**src/rtl/mem_ctrl_pkg.sv**
```systemverilog
// Shared definitions for mem_ctrl: FSM state encoding, access-length codes and the default IO base.
package mem_ctrl_pkg;

    typedef enum logic [1:0] {
        S_IDLE   = 2'd0,
        S_IF_RD  = 2'd1,
        S_LSB_RD = 2'd2,
        S_LSB_WR = 2'd3
    } state_e;

    localparam logic [1:0]  LEN_B = 2'd0;
    localparam logic [1:0]  LEN_H = 2'd1;
    localparam logic [1:0]  LEN_W = 2'd2;

    localparam logic [31:0] IO_BASE_DEFAULT = 32'h0003_0000;

    // Length code 3 is illegal and behaves as a word.
    function automatic logic [2:0] len_bytes(input logic [1:0] len);
        case (len)
            LEN_B:   return 3'd1;
            LEN_H:   return 3'd2;
            LEN_W:   return 3'd4;
            default: return 3'd4;
        endcase
    endfunction

endpackage

```
**src/rtl/mem_ctrl.sv**
```systemverilog
// Byte-wide RAM port arbiter for instruction fetch and the load/store buffer.
// Optional MEM_CTRL_IO_STALL_EN holds off IO stores while the UART TX buffer is full.
module mem_ctrl
    import mem_ctrl_pkg::*;
#(
    parameter int          ADDR_WIDTH = 32,
    parameter logic [31:0] IO_BASE    = IO_BASE_DEFAULT
) (
    input  logic                  clk_in,
    input  logic                  rst_in,
    input  logic                  rdy_in,
    input  logic                  clear,
    input  logic                  io_buffer_full,
    input  logic [7:0]            mem_din,
    output logic [7:0]            mem_dout,
    output logic [ADDR_WIDTH-1:0] mem_a,
    output logic                  mem_wr,
    input  logic                  if_req,
    input  logic [ADDR_WIDTH-1:0] if_addr,
    output logic                  if_done,
    output logic [31:0]           if_data,
    input  logic                  lsb_req,
    input  logic                  lsb_wr,
    input  logic [1:0]            lsb_len,
    input  logic [ADDR_WIDTH-1:0] lsb_addr,
    input  logic [31:0]           lsb_wdata,
    output logic                  lsb_done,
    output logic [31:0]           lsb_rdata
);

    state_e                state_q;
    logic [2:0]            cnt_q;
    logic [2:0]            n_q;
    logic [31:0]           buf_q;
    logic [ADDR_WIDTH-1:0] mem_a_q;
    logic [7:0]            mem_dout_q;
    logic                  mem_wr_q;
    logic                  if_done_q;
    logic                  lsb_done_q;
    logic [31:0]           if_data_q;
    logic [31:0]           lsb_rdata_q;

    logic [2:0]  cnt_d;
    logic        last;
    logic [4:0]  rd_sel;
    logic [4:0]  wr_sel;
    logic [31:0] buf_d;
    logic        io_stall;
    logic        req_open;
    logic        take_wr;
    logic        take_rd;
    logic        take_if;

    always_comb begin
        cnt_d  = cnt_q + 3'd1;
        last   = (cnt_d == n_q);
        rd_sel = {cnt_q[1:0], 3'b000};
        wr_sel = {cnt_d[1:0], 3'b000};
        buf_d  = buf_q;
        buf_d[rd_sel +: 8] = mem_din;
    end

`ifdef MEM_CTRL_IO_STALL_EN
    assign io_stall = io_buffer_full && (lsb_addr >= ADDR_WIDTH'(IO_BASE));
`else
    logic unused_io;
    assign unused_io = io_buffer_full & (lsb_addr >= ADDR_WIDTH'(IO_BASE));
    assign io_stall  = 1'b0;
`endif

    // A done pulse in flight masks the still-held request so it is not taken twice.
    // A stalled IO store keeps lsb_req high, which also keeps IF off the port.
    assign req_open = (state_q == S_IDLE) && !if_done_q && !lsb_done_q;
    assign take_wr  = req_open && lsb_req && lsb_wr && !io_stall;
    assign take_rd  = req_open && lsb_req && !lsb_wr && !clear;
    assign take_if  = req_open && !lsb_req && if_req && !clear;

    always_ff @(posedge clk_in) begin
        if (rst_in) begin
            state_q     <= S_IDLE;
            cnt_q       <= 3'd0;
            n_q         <= 3'd0;
            buf_q       <= 32'd0;
            mem_a_q     <= '0;
            mem_dout_q  <= 8'd0;
            mem_wr_q    <= 1'b0;
            if_done_q   <= 1'b0;
            lsb_done_q  <= 1'b0;
            if_data_q   <= 32'd0;
            lsb_rdata_q <= 32'd0;
        end else if (rdy_in) begin
            if_done_q  <= 1'b0;
            lsb_done_q <= 1'b0;
            unique case (state_q)
                S_IDLE: begin
                    cnt_q    <= 3'd0;
                    buf_q    <= 32'd0;
                    mem_wr_q <= 1'b0;
                    if (take_wr) begin
                        state_q    <= S_LSB_WR;
                        mem_a_q    <= lsb_addr;
                        mem_dout_q <= lsb_wdata[7:0];
                        mem_wr_q   <= 1'b1;
                        n_q        <= len_bytes(lsb_len);
                    end else if (take_rd) begin
                        state_q <= S_LSB_RD;
                        mem_a_q <= lsb_addr;
                        n_q     <= len_bytes(lsb_len);
                    end else if (take_if) begin
                        state_q <= S_IF_RD;
                        mem_a_q <= if_addr;
                        n_q     <= 3'd4;
                    end
                end
                S_IF_RD, S_LSB_RD: begin
                    if (clear) begin
                        state_q <= S_IDLE;
                    end else begin
                        buf_q <= buf_d;
                        cnt_q <= cnt_d;
                        if (last) begin
                            state_q <= S_IDLE;
                            if (state_q == S_IF_RD) begin
                                if_done_q <= 1'b1;
                                if_data_q <= buf_d;
                            end else begin
                                lsb_done_q  <= 1'b1;
                                lsb_rdata_q <= buf_d;
                            end
                        end else begin
                            mem_a_q <= mem_a_q + ADDR_WIDTH'(1);
                        end
                    end
                end
                S_LSB_WR: begin
                    // Committed stores ignore clear and always run to the last byte.
                    if (last) begin
                        state_q    <= S_IDLE;
                        mem_wr_q   <= 1'b0;
                        lsb_done_q <= 1'b1;
                    end else begin
                        cnt_q      <= cnt_d;
                        mem_a_q    <= mem_a_q + ADDR_WIDTH'(1);
                        mem_dout_q <= lsb_wdata[wr_sel +: 8];
                    end
                end
            endcase
        end
    end

    assign mem_a     = mem_a_q;
    assign mem_dout  = mem_dout_q;
    assign mem_wr    = mem_wr_q;
    assign if_done   = if_done_q;
    assign if_data   = if_data_q;
    assign lsb_done  = lsb_done_q;
    assign lsb_rdata = lsb_rdata_q;

endmodule

```
**config.mk**
```make
export PLATFORM = sky130hd
export DESIGN_NAME = mem_ctrl
export DESIGN_NICKNAME = d
export VERILOG_FILES = /design/src/rtl/mem_ctrl_pkg.sv /design/src/rtl/mem_ctrl.sv
export SDC_FILE = /design/constraint.sdc
export NUM_CORES = 1
export LEC_CHECK = 0
export CORE_ASPECT_RATIO = 1.2
export CORE_UTILIZATION = 30
export DETAILED_ROUTE_END_ITERATION = 6
export GPL_ROUTABILITY_DRIVEN = 0
export PLACE_DENSITY_LB_ADDON = 0.08
export SYNTH_ARGS = -nofsm -noshare
export SYNTH_HDL_FRONTEND = slang
export SYNTH_SLANG_ARGS = --single-unit
```
**constraint.sdc**
```tcl
create_clock -name clk_in -period 3.39 [get_ports clk_in]
set_input_delay 0.5085 -clock clk_in [delete_from_list [all_inputs] [get_ports clk_in]]
set_output_delay 0.5085 -clock clk_in [all_outputs]
set_load 0.1 [all_outputs]
```
=== After elaboration in Yosys (flattened, before gate mapping) ===
Index checks and enable logic that the tools add are counted.

* Bits in registers: 147
* Output and inout port bits: 107

* Multiplexer cells: 37
* Eq/ne operators: 10
* Bitwise operators: 2
* Add/subtract/negate cells: 3
* Shift operators: 3
* Reduce and logical (&&, ||, !) cells: 29

{| class="wikitable"
|+ Operator list
! kind !! count
|-
| $mux W32 || 6
|-
| $pmux W32 S3 || 1
|-
| $pmux W32 S2 || 1
|-
| $add A32 B1 Y32 const B || 1
|-
| $bwmux W32 || 1
|-
| $shift A8 B7 Y32 const A || 1
|-
| $shiftx A32 B6 Y8 || 1
|-
| $shiftx A8 B7 Y32 || 1
|-
| $mux W8 || 2
|-
| $pmux W8 S2 || 1
|-
| $mux W3 || 5
|-
| $reduce_and A3 Y1 || 5
|-
| $mux W1 || 10
|-
| $mux W2 || 5
|-
| $reduce_and A5 Y1 || 2
|-
| $logic_and A1 B1 Y1 || 9
|-
| $pmux W3 S3 || 1
|-
| $ne A2 B2 Y1 const B || 4
|-
| $neg A5 Y7 || 1
|-
| $pmux W2 S3 || 1
|-
| $pmux W3 S2 || 1
|-
| $logic_not A1 Y1 || 5
|-
| $eq A2 B1 Y1 const B || 2
|-
| $eq A2 B2 Y1 const B || 2
|-
| other kinds (11) || 15
|}

=== Longest topological paths before layout ===
* Word-level depth: 10
* Gate-level depth with buffers: 11
* Depth with buffers taken out: 7

=== Least setup slack after synthesis ===
Ideal clock, no wire load.

* Path kind: flip-flop to flip-flop
* Start: register mem_a_q[1] (netlist: mem_a[1])
* End: register mem_a_q[22] (netlist: mem_a[22])
* Required time: 3.268 ns
* Data arrival time: 2.716 ns
* Path buffers: 0
* Slack: 0.552 ns
* Period minus slack after synthesis: 2.838 ns
* Cell stages (with the launch flop): 7
* Cell sequence: dfxtp_1 ha_1 nand4_1 or3_1 nor4_1 nand2_1 o311a_1

* Cells in the longest elaborated chain, start to end: 4

{| class="wikitable"
|+ Ends and longest elaborated chain
! element !! RTL line !! RTL
|-
| from (decl) || mem_ctrl.sv:35 || <nowiki>logic [ADDR_WIDTH-1:0] mem_a_q;</nowiki>
|-
| from (signal assigned) || mem_ctrl.sv:101 || <nowiki>mem_a_q <= lsb_addr;</nowiki>
|-
| from (signal assigned) || mem_ctrl.sv:107 || <nowiki>mem_a_q <= lsb_addr;</nowiki>
|-
| from (signal assigned) || mem_ctrl.sv:111 || <nowiki>mem_a_q <= if_addr;</nowiki>
|-
| $add A32 B1 Y32 * || mem_ctrl.sv:131, mem_ctrl.sv:143 ||
|-
| $mux W32 * || mem_ctrl.sv:121, mem_ctrl.sv:137 ||
|-
| $mux W32 || mem_ctrl.sv:116 || <nowiki>if (clear) begin</nowiki>
|-
| $pmux W32 S3 * || mem_ctrl.sv:94 || <nowiki>unique case (state_q)</nowiki>
|}

Every way passes the cells marked *; elsewhere a longest branch is shown, timed or not. The select of a mux whose other input is x is not followed.
A chain may end at the register's enable or synchronous reset.

=== Final worst setup path ===
* Start: register cnt_q[0]
* End: register mem_a_q[7] (netlist: mem_a[7])

* Cells in the longest elaborated chain, start to end: 5

{| class="wikitable"
|+ Ends and longest elaborated chain
! element !! RTL line !! RTL
|-
| from (decl) || mem_ctrl.sv:32 || <nowiki>logic [2:0] cnt_q;</nowiki>
|-
| from (signal assigned) || mem_ctrl.sv:120 || <nowiki>cnt_q <= cnt_d;</nowiki>
|-
| from (signal assigned) || mem_ctrl.sv:142 || <nowiki>cnt_q <= cnt_d;</nowiki>
|-
| $add A3 B1 Y3 * || mem_ctrl.sv:55 || <nowiki>cnt_d = cnt_q + 3'd1;</nowiki>
|-
| $eq A3 B3 Y1 * || mem_ctrl.sv:56 || <nowiki>last = (cnt_d == n_q);</nowiki>
|-
| $mux W32 * || n/a ||
|-
| $mux W32 || n/a ||
|-
| $pmux W32 S3 * || n/a ||
|}

Marked as above.

==> load_flow_metrics.sql <==
INSERT INTO impl_metrics (metric_group, metric, value, unit) VALUES
('outcome', 'outcome', 'complete, no violations', ''),
('logic_synthesis', 'largest_cells_by_area_after_synthesis', 'dfxtp_1, nor2_1, a21oi_1', ''),
('floorplanning', 'start_util', '30.5', '%'),
('pwr', 'power.share.sequential', '36.4', '%'),
('pwr', 'pwr_density_cell', '494', 'nW/um^2'),
('clock_tree', 'clk_transition_reported_paths', '0.07', 'ns'),
('placement', 'buffer_ports.inserted', '219', ''),
('finish', 'num-nets-final', '1255', ''),
('floorplanning', 'placeableCoreArea', '24700', 'sq um'),
('finish', 'finalInstanceArea', '10600', 'sq um'),
('placement', 'pre_cts_slack', '0.479', 'ns'),
('clock_tree', 'tritoncts', 'built', ''),
('hold_path', 'worstHoldPathType', 'reg -> reg', ''),
('worst_setup_path', 'number_of_cells_on_the_worst_reg_to_reg_path', '8', ''),
('detailed_routing', 'drt_wl_total', '26800', 'um'),
('finish', 'commonest_cells_after_routing_fill_and_taps_aside', 'clkdlybuf4s50_1, nor2_1, dfxtp_1', ''),
('detailed_routing', 'drtIter0Drc', '456', ''),
('grt', 'first_global_vias', '7366', ''),
('clock_tree', 'post_cts_resized', '0', ''),
('sta', 'timing.final.crit_period', '2.63', 'ns'),
('logic_synthesis', 'sequential_element_share_of_the_synthesized_area', '39.1', '%'),
('worst_setup_path', 'worst_setup_path_start', 'cnt_q[0]', ''),
('clock_tree', 'clock_tree.htree_level_count', '4', ''),
('placement', 'place_hpwl', '18800', 'um'),
('grt', 'globalRoute.totalOverflow', '0', ''),
('clock_tree', 'tritoncts_num_sinks', '147', ''),
('pwr', 'clockPowerShare', '36.1', '%'),
('grt', 'grt_first_pass_wirelength', '42500', 'um'),
('floorplanning', 'die_w', '147', 'um'),
('worst_setup_path', 'endpoint', 'mem_a[7]', ''),
('clock_tree', 'cts-hold-fix-buffers', '0', ''),
('finish', 'most_common_library_cell_in_the_layout_ignoring_fill_and_taps', 'clkdlybuf4s50_1', ''),
('detailed_routing', 'post_drt_wl_per_cell', '18.3', 'um'),
('sta', 'timing.final.ws_setup', '0.763', 'ns'),
('finish', 'multi_input_comb_area', '4230', 'sq um'),
('worst_setup_path', 'r2r_start', 'cnt_q[0]', ''),
('sta', 'unrepaired_setup_endpoints_after_global_routing', 'false', ''),
('worst_setup_path', 'worstReg2RegEnd', 'mem_a[7]', ''),
('sta', 'final_max_slew_violation_count', '0', ''),
('logic_synthesis', 'yosys_warnings', '0', ''),
('grt', 'maximum_number_of_pins_on_one_net_before_global_route_repair', '80', ''),
('pwr', 'cellInternalPower', '3.29', 'mW'),
('worst_setup_path', 'critical_path_arrival', '2.96', 'ns'),
('sta', 'achievable-frequency', '381', 'MHz'),
('clock_tree', 'worst_skew_pair.late_latency', '0.42', 'ns'),
('logic_synthesis', 'synth.avg_cell_area', '7.98', 'sq um'),
('placement', 'detailed_place.area', '10000', 'sq um'),
('pwr', 'static-leakage-power', '3.64', 'nW'),
('sta', 'slew_headroom', '31.9', '%'),
('worst_setup_path', 'startpoint_to_endpoint_class_of_the_critical_path', 'reg -> reg', ''),
('run', 'cap_violations', '0', ''),
('sta', 'setup_tns_final', '0', 'ns'),
('finish', 'num-fill-cells', '2505', ''),
('logic_synthesis', 'ys_dominant_reg_cell', 'dfxtp_1', ''),
('logic_synthesis', 'synth_edf_count', '0', ''),
('sta', 'fin_skew', '0.0142', 'ns'),
('finish', 'n_antenna_cell', '0', ''),
('grt', 'global_route.usage.total', '21.1', '%'),
('pwr', 'max-vdd-ir-drop', '0.325', 'mV'),
('logic_synthesis', 'synth_nets', '1067', ''),
('pwr', 'power_frac_comb', '27.6', '%'),
('clock_tree', 'cts.repair_timing.setup_buffer_count', '0', ''),
('logic_synthesis', 'top_cell_type_by_total_area_after_synthesis', 'dfxtp_1', ''),
('worst_setup_path', 'setup.worst_path.end_class', 'flop', ''),
('sta', 'hold_viol_final', '0', ''),
('detailed_routing', 'antenna_left', '0', ''),
('sta', 'setup_viol_count_final', '0', ''),
('worst_setup_path', 'worstSetupStartpointType', 'flop', ''),
('worst_setup_path', 'data_required_time_of_the_worst_path', '3.72', 'ns'),
('detailed_routing', 'dr_total_vias', '7604', ''),
('floorplanning', 'die_area', '25700', 'sq um');
==> worst max-delay path, stage by stage, from the launching register on <==
cell      delay (ns)
dfxtp_1         0.52
inv_1           0.18
ha_1            0.37
xnor2_1         0.15
and3_4          0.21
a211oi_2        0.55
buf_4           0.29
a21oi_1         0.08
a211oi_1        0.19
==> logic make-up after synthesis <==
group                      share of synthesized area [%]
and+or+nand+nor                                     24.3
xor gates and xnor gates                           0.532
AOI/OAI and AO/OA                                   25.7
adders and majority gates                           1.83
buffers and inverters                               4.92
muxes                                               3.59
DFF                                                 39.1
==> power groups by stage <==
stage	Combinational, mW	Clock (mW)	Sequential, mW
2_1_floorplan	0.543	0	2.35
3_3_place_gp	1.45	0	1.94
3_5_place_dp	1.45	0	1.94
4_1_cts	1.45	1.94	1.90
5_1_grt	1.53	2.01	1.91
6_report	1.44	1.88	1.90
==> metrics by stage <==
stage	hold slack, ns	util [%]	std cells
finish	0.455	42.8	1467
global route	0.490	42.8	1467
CTS	0.457	42.8	1467
detailed placement	0.445	40.5	1436
global placement	0.444	40.5	1436
floorplan	0.434	-	942
==> per-layer routing <==
layer | vias to the layer above | share of wire [%] | track usage [%]
li1 | 3821 | - | -
met1 | 3563 | 44 | 26.3
met2 | 202 | 50 | 36.7
met3 | 18 | 5.0 | 4.21
met4 | 0 | 1.3 | 5.64
met5 | - | 0 | 0
==> synthesized netlist by cell type (4+ instances only) <==
cell and count:
a211oi_1 67, a21oi_1 114, a221oi_1 9, a22oi_1 5, a31oi_1 7, and3_1 12
and4_1 5, buf_2 14, clkbuf_1 58, dfxtp_1 147, ha_1 11, inv_1 15
mux2_2 8, mux2i_1 18, nand2_1 45, nand3_1 41, nand4_1 11, nor2_1 156
nor2b_1 43, nor3_1 15, nor4_1 11, o211ai_1 12, o21a_1 4, o21ai_0 30
o221a_2 4, o31ai_1 4, o32ai_1 5, or3_1 5, or4_1 4
==> area by class of cell <==
cell class / instances / area share (%)
well taps: 325 / 3.85
clock inverters: 14 / 1.34
repair buffers: 245 / 22.4
multi-input cells: 704 / 40.0
flip-flops and latches: 147 / 27.9
inverters: 15 / 0.533
clock buffers: 17 / 4.03
==> registers in the layout, indices dropped and copies added, names as in the netlist <==
register	count
if_data	32
buf_q	32
cnt_q	3
mem_wr	1
lsb_done	1
mem_dout	8
state_q	2
mem_a	32
lsb_rdata	32
if_done	1
n_q	3
==> worst min path at each step <==
stage,endpoint,slack [ns],cells past startpoint,from
4_1_cts,mem_dout[0],0.46,2,mem_dout[0]
2_1_floorplan,n_q[2],0.43,2,n_q[2]
3_5_place_dp,n_q[2],0.44,2,n_q[2]
3_3_place_gp,mem_dout[0],0.44,2,mem_dout[0]
5_1_grt,mem_dout[5],0.49,2,mem_dout[5]
6_report,mem_dout[0],0.45,2,mem_dout[0]
(Power assumes the default switching activity.)
